## src/rtl/store_rmw_unit.sv

```systemverilog
// rtl/store_rmw_unit.sv - register-to-memory store path with aligned doubleword read-modify-write
module store_rmw_unit #(
    parameter int MEM_LAT = 1
) (
    input  logic        clk,
    input  logic        rst_n,
    input  logic        START,
    input  logic [1:0]  STORE_SIZE,
    input  logic [63:0] ADDR,
    input  logic [63:0] REG_DATA,
    input  logic [63:0] MEM_DATA_IN,
    output logic [63:0] MEM_ADDR,
    output logic [63:0] MEM_DATA_OUT,
    output logic        MEM_WR,
    output logic        BUSY,
    output logic        DONE,
    output logic        MISALIGNED
);

    localparam logic [3:0] LAT = 4'(MEM_LAT);

    typedef enum logic [2:0] {
        S_IDLE,
        S_RD_WAIT,
        S_CAPTURE,
        S_WRITE,
        S_FIN
    } state_t;

    state_t      state;
    logic [1:0]  size_q;
    logic [2:0]  off_q;
    logic [63:0] data_q;
    logic        err_q;
    logic [3:0]  cnt;

    logic        mis;
    logic [7:0]  mask;
    logic [7:0]  be;
    logic [63:0] shifted;
    logic [63:0] merged;

    // Alignment check on the live request inputs, only consumed in IDLE when START is high
    always_comb begin
        mis = 1'b0;
        case (STORE_SIZE)
            2'b01:   mis = ADDR[0];
            2'b10:   mis = |ADDR[1:0];
            2'b11:   mis = |ADDR[2:0];
            default: mis = 1'b0;
        endcase
    end

    // Byte-lane merge of the latched operand into the doubleword read back from memory
    always_comb begin
        mask    = 8'h0F;
        be      = 8'h00;
        shifted = data_q << {off_q, 3'b000};
        merged  = MEM_DATA_IN;
        case (size_q)
            2'b00:   mask = 8'h01;
            2'b01:   mask = 8'h03;
            default: mask = 8'h0F;
        endcase
        be = mask << off_q;
        for (int i = 0; i < 8; i++) begin
            if (be[i]) begin
                merged[i*8 +: 8] = shifted[i*8 +: 8];
            end
        end
    end

    assign BUSY = (state != S_IDLE);

    // Store sequencer: latch request, optional read wait, merge, single write, completion pulse
    always_ff @(posedge clk or negedge rst_n) begin
        if (!rst_n) begin
            state        <= S_IDLE;
            size_q       <= 2'b00;
            off_q        <= 3'b000;
            data_q       <= 64'h0;
            err_q        <= 1'b0;
            cnt          <= 4'h0;
            MEM_ADDR     <= 64'h0;
            MEM_DATA_OUT <= 64'h0;
            MEM_WR       <= 1'b0;
            DONE         <= 1'b0;
            MISALIGNED   <= 1'b0;
        end else begin
            MEM_WR     <= 1'b0;
            DONE       <= 1'b0;
            MISALIGNED <= 1'b0;
            case (state)
                S_IDLE: begin
                    if (START) begin
                        size_q   <= STORE_SIZE;
                        off_q    <= ADDR[2:0];
                        data_q   <= REG_DATA;
                        MEM_ADDR <= {ADDR[63:3], 3'b000};
                        if (mis) begin
                            err_q <= 1'b1;
                            state <= S_FIN;
                        end else if (STORE_SIZE == 2'b11) begin
                            MEM_DATA_OUT <= REG_DATA;
                            MEM_WR       <= 1'b1;
                            state        <= S_WRITE;
                        end else begin
                            cnt   <= LAT;
                            state <= S_RD_WAIT;
                        end
                    end
                end
                S_RD_WAIT: begin
                    cnt <= cnt - 4'd1;
                    if (cnt == 4'd1) begin
                        state <= S_CAPTURE;
                    end
                end
                S_CAPTURE: begin
                    MEM_DATA_OUT <= merged;
                    MEM_WR       <= 1'b1;
                    state        <= S_WRITE;
                end
                S_WRITE: begin
                    state <= S_FIN;
                end
                S_FIN: begin
                    DONE       <= 1'b1;
                    MISALIGNED <= err_q;
                    err_q      <= 1'b0;
                    state      <= S_IDLE;
                end
                default: begin
                    state <= S_IDLE;
                end
            endcase
        end
    end

endmodule

```

## config.mk

```make
export PLATFORM = sky130hd
export DESIGN_NAME = store_rmw_unit
export DESIGN_NICKNAME = d
export VERILOG_FILES = /design/src/rtl/store_rmw_unit.sv
export SDC_FILE = /design/constraint.sdc
export NUM_CORES = 1
export LEC_CHECK = 0
export BUFFER_PORTS_ARGS = -buffer_cell sky130_fd_sc_hd__buf_2
export CAP_MARGIN = 30
export CORE_AREA = 2 2 206 208
export CTS_CLUSTER_SIZE = 8
export DETAILED_ROUTE_END_ITERATION = 6
export DIE_AREA = 0 0 208 210
export PLACE_DENSITY = 0.45
export SLEW_MARGIN = 20
export SYNTH_ARGS = -nofsm -noshare
export SYNTH_HDL_FRONTEND = slang
export SYNTH_SLANG_ARGS = --single-unit
```

## constraint.sdc

```tcl
create_clock -name clk -period 4.1 [get_ports clk]
set_clock_uncertainty 0.05 [all_clocks]
set_input_delay 0.205 -clock clk [delete_from_list [all_inputs] [get_ports clk]]
set_output_delay 0.205 -clock clk [all_outputs]
set_load 0.05 [all_outputs]
```

Word-level counts from Yosys, hierarchy flattened
Index checks and enable logic that the tools add are counted.
{"block": "op_classes", "add_sub_neg": 1, "eq_ne": 15, "shift": 2, "muxes": 32, "n_reduce_logical": 13}
{"cell": "64-bit two-way mux", "count": 3}
{"cell": "64-bit one-hot mux with 2 select lines", "count": 1}
{"cell": "8-bit two-way mux", "count": 8}
{"cell": "64-bit by 6-bit << shifter with 64-bit output", "count": 1}
{"cell": "4-bit one-hot mux with 2 select lines", "count": 2}
{"cell": "4-bit two-way mux", "count": 3}
{"cell": "2-bit inequality test (second input constant)", "count": 6}
{"cell": "3-bit one-hot mux with 4 select lines", "count": 1}
{"cell": "3-bit two-way mux", "count": 3}
{"cell": "4-bit AND reduction", "count": 2}
{"cell": "8-bit by 3-bit << shifter with 8-bit output", "count": 1}
{"cell": "1-bit two-way mux", "count": 7}
{"cell": "3-bit by 2-bit equality test with 1-bit output (second input constant)", "count": 2}
{"cell": "2-bit nonzero test", "count": 3}
{"cell": "2-bit by 1-bit equality test with 1-bit output (second input constant)", "count": 2}
{"cell": "2-bit equality test (second input constant)", "count": 2}
{"cell": "4-bit by 1-bit equality test with 1-bit output (second input constant)", "count": 1}
{"cell": "1-bit one-hot mux with 2 select lines", "count": 2}
{"cell": "2-bit AND reduction", "count": 2}
{"cell": "4-bit by 1-bit subtractor with 4-bit output (second input constant)", "count": 1}
{"cell": "3-bit by 1-bit equality test with 1-bit output (second input constant)", "count": 1}
{"cell": "3-bit equality test (second input constant)", "count": 1}
{"cell": "3-bit zero test", "count": 1}
{"cell": "1-bit one-hot mux with 3 select lines", "count": 1}
{"cell": "6 further kinds", "count": 6}
{"block": "word_totals", "register_bits": 205, "in_bits": 197, "out_inout_bits": 132, "word_cells": 74}

Longest topological paths before layout
Gate-level depths: netlist of the first run.
{"block": "depth", "depth_word": 5, "ltp_mapped": 8, "mapped_depth_nobuf": 6}

Worst setup path before layout of the first run
OpenSTA, ideal clock, no wires.
{"block": "synth_timing", "path_kind": "flip-flop to flip-flop", "start": "register state[2]", "end": "register data_q[26]", "setup_ns": 0.117, "t_arrival_ns": 1.827, "t_required_ns": 3.933, "path_slack_ns": 2.106, "path_stages_with_launch": 8, "n_path_buf": 3, "period_less_slack_ns": 1.994, "cell_sequence": "dfrtp_1 buf_2 or3_1 or2_1 buf_2 buf_2 nand2_1 nand2_1"}
{"block": "synth_between", "elab_chain_len": 2}
{"item": "start: declaration", "line": "30", "source": "state_t state;"}
{"item": "start signal: assignment", "line": "78", "source": "state <= S_IDLE;"}
{"item": "start signal: assignment", "line": "102", "source": "state <= S_FIN;"}
{"item": "start signal: assignment", "line": "106", "source": "state <= S_WRITE;"}
{"item": "3-bit zero test", "line": "93", "source": "case (state)"}
{"item": "2-bit AND reduction (no line)"}
{"item": "end signal: assignment", "line": "81", "source": "data_q <= 64'h0;"}
{"item": "end signal: assignment", "line": "98", "source": "data_q <= REG_DATA;"}
{"item": "end: declaration", "line": "33", "source": "logic [63:0] data_q;"}
Every way passes these cells.
A chain may end at the register's enable or synchronous reset.

Worst setup path in the final report of the first run
{"block": "layout_timing", "start": "register off_q[0]", "end": "register MEM_DATA_OUT[58]"}
{"block": "layout_between", "elab_chain_len": 3, "word_cells_on_any_way": 4, "classes_between": "shift (2); mux (2)"}
{"item": "start: declaration", "line": "32", "source": "logic [2:0] off_q;"}
{"item": "start signal: assignment", "line": "97", "source": "off_q <= ADDR[2:0];"}
{"item": "64-bit by 6-bit << shifter with 64-bit output or 8-bit by 3-bit << shifter with 8-bit output (tied branches)", "line": "58, 65"}
{"item": "8-bit two-way mux *", "line": "67", "source": "if (be[i]) begin"}
{"item": "64-bit one-hot mux with 2 select lines *", "line": "93"}
{"item": "end signal: assignment", "line": "120", "source": "MEM_DATA_OUT <= merged;"}
{"item": "end: declaration", "line": "13", "source": "output logic [63:0] MEM_DATA_OUT,"}
Every way passes the cells marked *; elsewhere a longest branch is shown, timed or not.

==> results of run 1 <==
-- worst paths after layout --
| path | start | to | slack (ns) | cells past startpoint |
|---|---|---|---|---|
| worst max register to register | off_q[0]$_DFFE_PN0P_ | MEM_DATA_OUT[58]$_DFFE_PN0P_ | 1.15 | 6 |
| worst min-delay path | MEM_DATA_IN[20] | MEM_DATA_OUT[20]$_DFFE_PN0P_ | 0.03 | 3 |
| worst min register to register | data_q[53]$_DFFE_PN0P_ | data_q[53]$_DFFE_PN0P_ | 0.43 | 2 |
| worst max-delay path | off_q[0]$_DFFE_PN0P_ | MEM_DATA_OUT[58]$_DFFE_PN0P_ | 1.15 | 6 |
| min in group asynchronous | rst_n | MEM_DATA_OUT[34]$_DFFE_PN0P_ | 0.28 | 2 |
| max in group asynchronous | rst_n | cnt[3]$_DFFE_PN0P_ | 2.73 | 3 |
-- per-stage QoR --
step / cells / power (mW) / area, um2 / setup WS (ns)
after floorplan: 952 / 9.191 / 10230 / 2.106
after global placement: 1758 / 11.18 / 12250 / 1.475
after detailed placement: 1759 / 11.24 / 12260 / 1.432
after CTS: 1957 / 13.30 / 14540 / 1.152
after global routing: 1957 / 14.01 / 14540 / 1.022
final: 1957 / 13.18 / 14540 / 1.147
-- per-layer routing --
metal  vias up  GRT usage [%]
met5         -              0
met3        43          5.170
met4         2          6.897
met2       330          29.25
met1      4398          22.04
li1       4269              -
-- cell type report --
type	count	share of cell area [%]
flip-flops and latches	197	33.94
multi-input cells	672	33.29
repair buffers	506	23.63
well taps	539	4.640
clock buffers	19	3.047
clock inverters	13	1.171
inverters	11	0.2841
-- power by group --
| part | switching (mW) | leakage (nW) | internal [mW] | total (mW) |
|---|---|---|---|---|
| Clock | 0.849 | 0.302 | 0.990 | 1.84 |
| Sequential | 0.889 | 2.37 | 2.93 | 3.82 |
| Combinational | 5.06 | 4.38 | 2.46 | 7.52 |
| Total | 6.79 | 7.05 | 6.38 | 13.2 |
-- worst max-delay path, cell delays in order (launching register included) --
cell and delay (ns):
dfrtp_4 0.85, buf_4 0.49, mux2i_4 0.37, mux2i_1 0.21, mux2i_1 0.17, mux2i_1 0.08, dlygate4sd3_1 0.60
-- Yosys cell counts (4+ instances only) --
| cell | count | area share, % |
|---|---|---|
| buf_4 | 11 | 0.81 |
| buf_6 | 5 | 0.55 |
| nor2b_1 | 10 | 0.61 |
| and2_1 | 14 | 0.86 |
| mux4_2 | 14 | 3.1 |
| o21ai_0 | 32 | 1.6 |
| inv_1 | 10 | 0.37 |
| buf_2 | 36 | 1.8 |
| clkbuf_1 | 17 | 0.62 |
| a211oi_1 | 23 | 1.7 |
| a22oi_1 | 8 | 0.59 |
| mux2i_1 | 133 | 13 |
| a311oi_1 | 8 | 0.69 |
| o2bb2ai_1 | 7 | 0.60 |
| nor2_1 | 11 | 0.40 |
| o22ai_1 | 20 | 1.2 |
| nand3_1 | 5 | 0.24 |
| nand2b_1 | 4 | 0.24 |
| a21oi_1 | 6 | 0.29 |
| mux2_2 | 62 | 6.8 |
| nor3_1 | 13 | 0.64 |
| dfrtp_1 | 197 | 48 |
| nand2_1 | 233 | 8.6 |
| a31oi_1 | 16 | 0.98 |
-- flip-flops by register name, summed over array words and instances, names as in the netlist --
register	count
DONE	1
MEM_ADDR	61
MEM_DATA_OUT	64
MEM_WR	1
MISALIGNED	1
cnt	4
data_q	56
err_q	1
off_q	3
size_q	2
state	3
-- cells by family (layout without fill, tap and decap cells) --
| family | after synthesis | after routing | share of synthesized area (%) |
|---|---|---|---|
| buffers and inverters | 83 | 549 | 4.734 |
| multiplexers | 212 | 212 | 23.50 |
| adder cells (fa/ha/maj) | 2 | 2 | 0.2446 |
| AO/OA/AOI/OAI | 148 | 148 | 10.15 |
| AND/OR/NAND/NOR | 307 | 307 | 13.13 |
| flip-flops | 197 | 197 | 48.20 |
| other | 1 | 3 | 0.03667 |
==> flow_summary_export.csv, run 1 <==
group,metric,value,unit
job,max_cap_violations,0,
hold_path,min_path_type,"in2reg",
logic_synthesis,synthArstFlopShare,100.0,%
outcome,status,"finished clean",
clocking,clk_pin_slew,0.08,ns
layout,final-seq-area,4933,um2
timing,tightest_slew,0.9547,ns
grt,overflow,0,
clocking,ctsHtreeMaxLevel,4,
grt,grt_usage,17.78,%
drt,drt_iter0_drc,557,
timing,final-setup-viol-count,0,
critical_path,path_class,"reg2reg",
power,power_density,906.5,nW/um2
layout,drive_gt1_share,33.07,%
clocking,postCtsSetupBuffers,0,
clocking,clk_latency,0.46,ns
critical_path,crit_path_end_kind,"flop",
drt,vias,9042,
timing,finalHoldWorstSlack,0.02533,ns
power,vdd.ir_drop.worst,0.4586,mV
drt,wl_met2,18280,um
grt,antenna_found_initial,1,
drt,wl_met1,16310,um
timing,tns,0,ns
grt,grt_pass1_wl,59160,um
drt,top_layer,"met5",
logic_synthesis,synth_cell_type_count,60,
grt,grt_pass1_vias,9757,
drt,wl,38560,um
timing,timing.fmax,0.3387,GHz
logic_synthesis,syn_area,10230,um2
floorplanning,core-area,41480,um2
placement,place_congestion,0.7750,
floorplanning,start_util,24.66,%
floorplanning,dieArea,43680,um2
timing,drv_slew,0,
logic_synthesis,yosys_warnings,0,
layout,nFillCells,4259,
timing,period_needed,2.953,ns
layout,final_common_cell,"buf_2",
logic_synthesis,synth-seq-area-share,48.20,%
layout,area_delta_synth_final,42.12,%
logic_synthesis,synthCells,950,
clocking,cts_root_buf,"clkbuf_16",
floorplanning,die_h,210,um
clocking,cts_resized,0,
critical_path,start_kind,"flop",
power,p_leak,7.053,nW
floorplanning,fp.dieW,208,um
critical_path,worstPathMaxFanout,41,
drt,drc_errors,0,
logic_synthesis,synth_enable_flop_cells,0,
timing,period_share,72.02,%
floorplanning,rows,75,
layout,diodes,0,
drt,via_per_inst,4.620,
logic_synthesis,ys_seq_elements,197,
layout,fin_nets,1604,
critical_path,critical_path_required,4.40,ns
drt,ant_nets,0,
clocking,cts_sinks,197,
drt,routed-wl-met3,2846,um
placement,dp_hpwl,27150,um
logic_synthesis,synth_area_per_cell,10.77,um2
clocking,cts_hold_buf,166,
logic_synthesis,synth_top_flop_cell,"dfrtp_1",
clocking,clock_path_buffers,2,
drt,first_pass_iters,5,
timing,finalHoldViolations,0,
layout,final_cell_mix,"324 x buf_2, 233 x nand2_1, 196 x dfrtp_1",
clocking,cts_tree,"built",
layout,multi_input_area,4838,um2
layout,final_util,35.04,%
floorplanning,ios,329,
timing,slew_headroom,36.35,%
clocking,cts_made_buffers,17,
placement,numPortBuffers,325,
timing,grt_setup_unrepaired,"false",
drt,wl_per_cell,19.70,um
critical_path,cp.arrival,3.25,ns
grt,grt_max_degree,128,
Note: power is estimated with default switching activity, not from simulation.
==> run 2: changes to the inputs <==
clock period = 2.75 ns   (was 4.1 ns; I/O delays follow)
==> flow_summary_export.csv, run 2 (same netlist as run 1, synthesis figures left out) <==
group,metric,value,unit
floorplanning,die_h,210,um
clocking,clk_pin_slew,0.08,ns
grt,grt_pass1_vias,9793,
drt,drt_iter0_drc,611,
timing,period_share,94.78,%
grt,overflow,0,
critical_path,critical_path_required,3.05,ns
placement,numPortBuffers,325,
placement,dp_hpwl,27880,um
layout,final-seq-area,4933,um2
timing,worst_slack,0.1436,ns
power,vdd.ir_drop.worst,0.7519,mV
timing,slew_headroom,52.50,%
grt,antenna_found_initial,3,
critical_path,start_kind,"flop",
grt,grt_usage,17.53,%
clocking,clock_path_buffers,2,
drt,drc_errors,0,
clocking,ctsHtreeMaxLevel,4,
job,max_cap_violations,0,
layout,fin_nets,1643,
floorplanning,fp.dieW,208,um
drt,wl,38170,um
placement,place_congestion,0.8221,
clocking,clk_latency,0.46,ns
timing,drv_slew,0,
power,power,19.69,mW
layout,multi_input_area,4840,um2
layout,largest_reg_flops,64,
floorplanning,start_util,24.66,%
power,p_leak,7.228,nW
clocking,cts_tree,"built",
layout,area_delta_synth_final,45.71,%
floorplanning,core-area,41480,um2
critical_path,cp.arrival,2.90,ns
grt,grt_pass1_wl,58580,um
power,power_density,1321,nW/um2
layout,fin_area,14900,um2
timing,tightest_slew,0.7051,ns
timing,final-setup-viol-count,0,
critical_path,path_class,"reg2reg",
timing,tns,0,ns
floorplanning,dieArea,43680,um2
layout,final_common_cell,"buf_2",
drt,via_per_inst,4.592,
layout,nFillCells,4275,
placement,postPlaceCellArea,12450,um2
layout,drive_gt1_share,33.36,%
grt,grt_max_degree,67,
hold_path,min_path_type,"in2reg",
placement,pre_cts_slack,0.5465,ns
drt,vias,9165,
clocking,cts_sinks,197,
clocking,cts_root_buf,"clkbuf_16",
timing,finalHoldViolations,0,
critical_path,worstPathMaxFanout,32,
drt,ant_nets,0,
layout,largest-register,"MEM_DATA_OUT",
timing,timing.fmax,0.3837,GHz
clocking,cts_made_buffers,17,
layout,final_cell_mix,"324 x buf_2, 233 x nand2_1, 196 x dfrtp_1",
floorplanning,rows,75,
layout,top_regs,"MEM_DATA_OUT: 64 flops, MEM_ADDR: 61 flops, data_q: 56 flops",
timing,grt_setup_unrepaired,"false",
drt,first_pass_iters,5,
critical_path,crit_path_end_kind,"flop",
drt,wl_per_cell,19.12,um
outcome,status,"finished clean",
timing,period_needed,2.606,ns
clocking,postCtsSetupBuffers,0,
layout,diodes,0,
floorplanning,ios,329,
## run 2: changes by cell type in the layout (fill, tap and decap cells not counted), moves of 3 or more
| cell | delta |
|---|---|
| dlygate4sd3_1 | +22 |
| buf_4 | +12 |
| buf_12 | +5 |
| clkbuf_8 | +4 |
| bufinv_16 | -3 |
## run 2: repair_timing
item | in CTS | in global routing
endpoints found under the hold margin | 248 | 0
gates resized for setup | 0 | 1
hold buffers | 188 | 0
setup endpoints to repair | 0 | 4
## run 2: report_power, final
| part | switching, mW | internal (mW) | total (mW) |
|---|---|---|---|
| logic | 7.62 | 3.92 | 11.5 |
| registers | 1.25 | 4.37 | 5.62 |
| clock network | 1.24 | 1.29 | 2.53 |
| total | 10.1 | 9.58 | 19.7 |
## run 2: area by class of cell
cell class	instances	share of cell area, %
clock buffer	24	3.367
inverter	11	0.2771
clock inverter	8	0.4450
multi-input combinational	672	32.48
tap	539	4.526
timing repair buffer	545	25.80
sequential	197	33.11
## run 2: critical path, cell delays in order (launching register included)
cell and delay [ns]:
dfrtp_4 0.61, buf_12 0.24, o21ai_1 0.27, a21o_2 0.35
mux2i_1 0.29, mux2i_1 0.11, dlygate4sd3_1 0.57
## run 2: layer usage
metal / global-route usage, % / up-vias / part of all wire (%)
met3: 4.693 / 46 / 6.5
met2: 29.72 / 309 / 49
li1: - / 4339 / -
met1: 21.63 / 4465 / 43
met5: 0 / - / 0.094
met4: 5.796 / 6 / 2.3
## run 2: final timing paths
kind	from	depth (start not counted)	endpoint	slack, ns
hold reg to reg	data_q[55]$_DFFE_PN0P_	2	data_q[55]$_DFFE_PN0P_	0.44
max in group asynchronous	rst_n	3	MEM_ADDR[34]$_DFFE_PN0P_	1.61
setup / recovery	off_q[0]$_DFFE_PN0P_	6	MEM_DATA_OUT[58]$_DFFE_PN0P_	0.14
hold / removal	MEM_DATA_IN[2]	4	MEM_DATA_OUT[2]$_DFFE_PN0P_	0.05
min in group asynchronous	rst_n	2	MEM_DATA_OUT[35]$_DFFE_PN0P_	0.18
setup reg to reg	off_q[0]$_DFFE_PN0P_	6	MEM_DATA_OUT[58]$_DFFE_PN0P_	0.14
## run 2: metrics by stage
step           instances  hold WS (ns)  util, %
6_report            1996       0.05317    35.93
5_1_grt             1996       0.07281    35.93
4_1_cts             1996       0.03220    35.92
3_5_place_dp        1776        0.1459    30.02
3_3_place_gp        1776        0.1478    30.02
2_1_floorplan        952       -0.2081        -
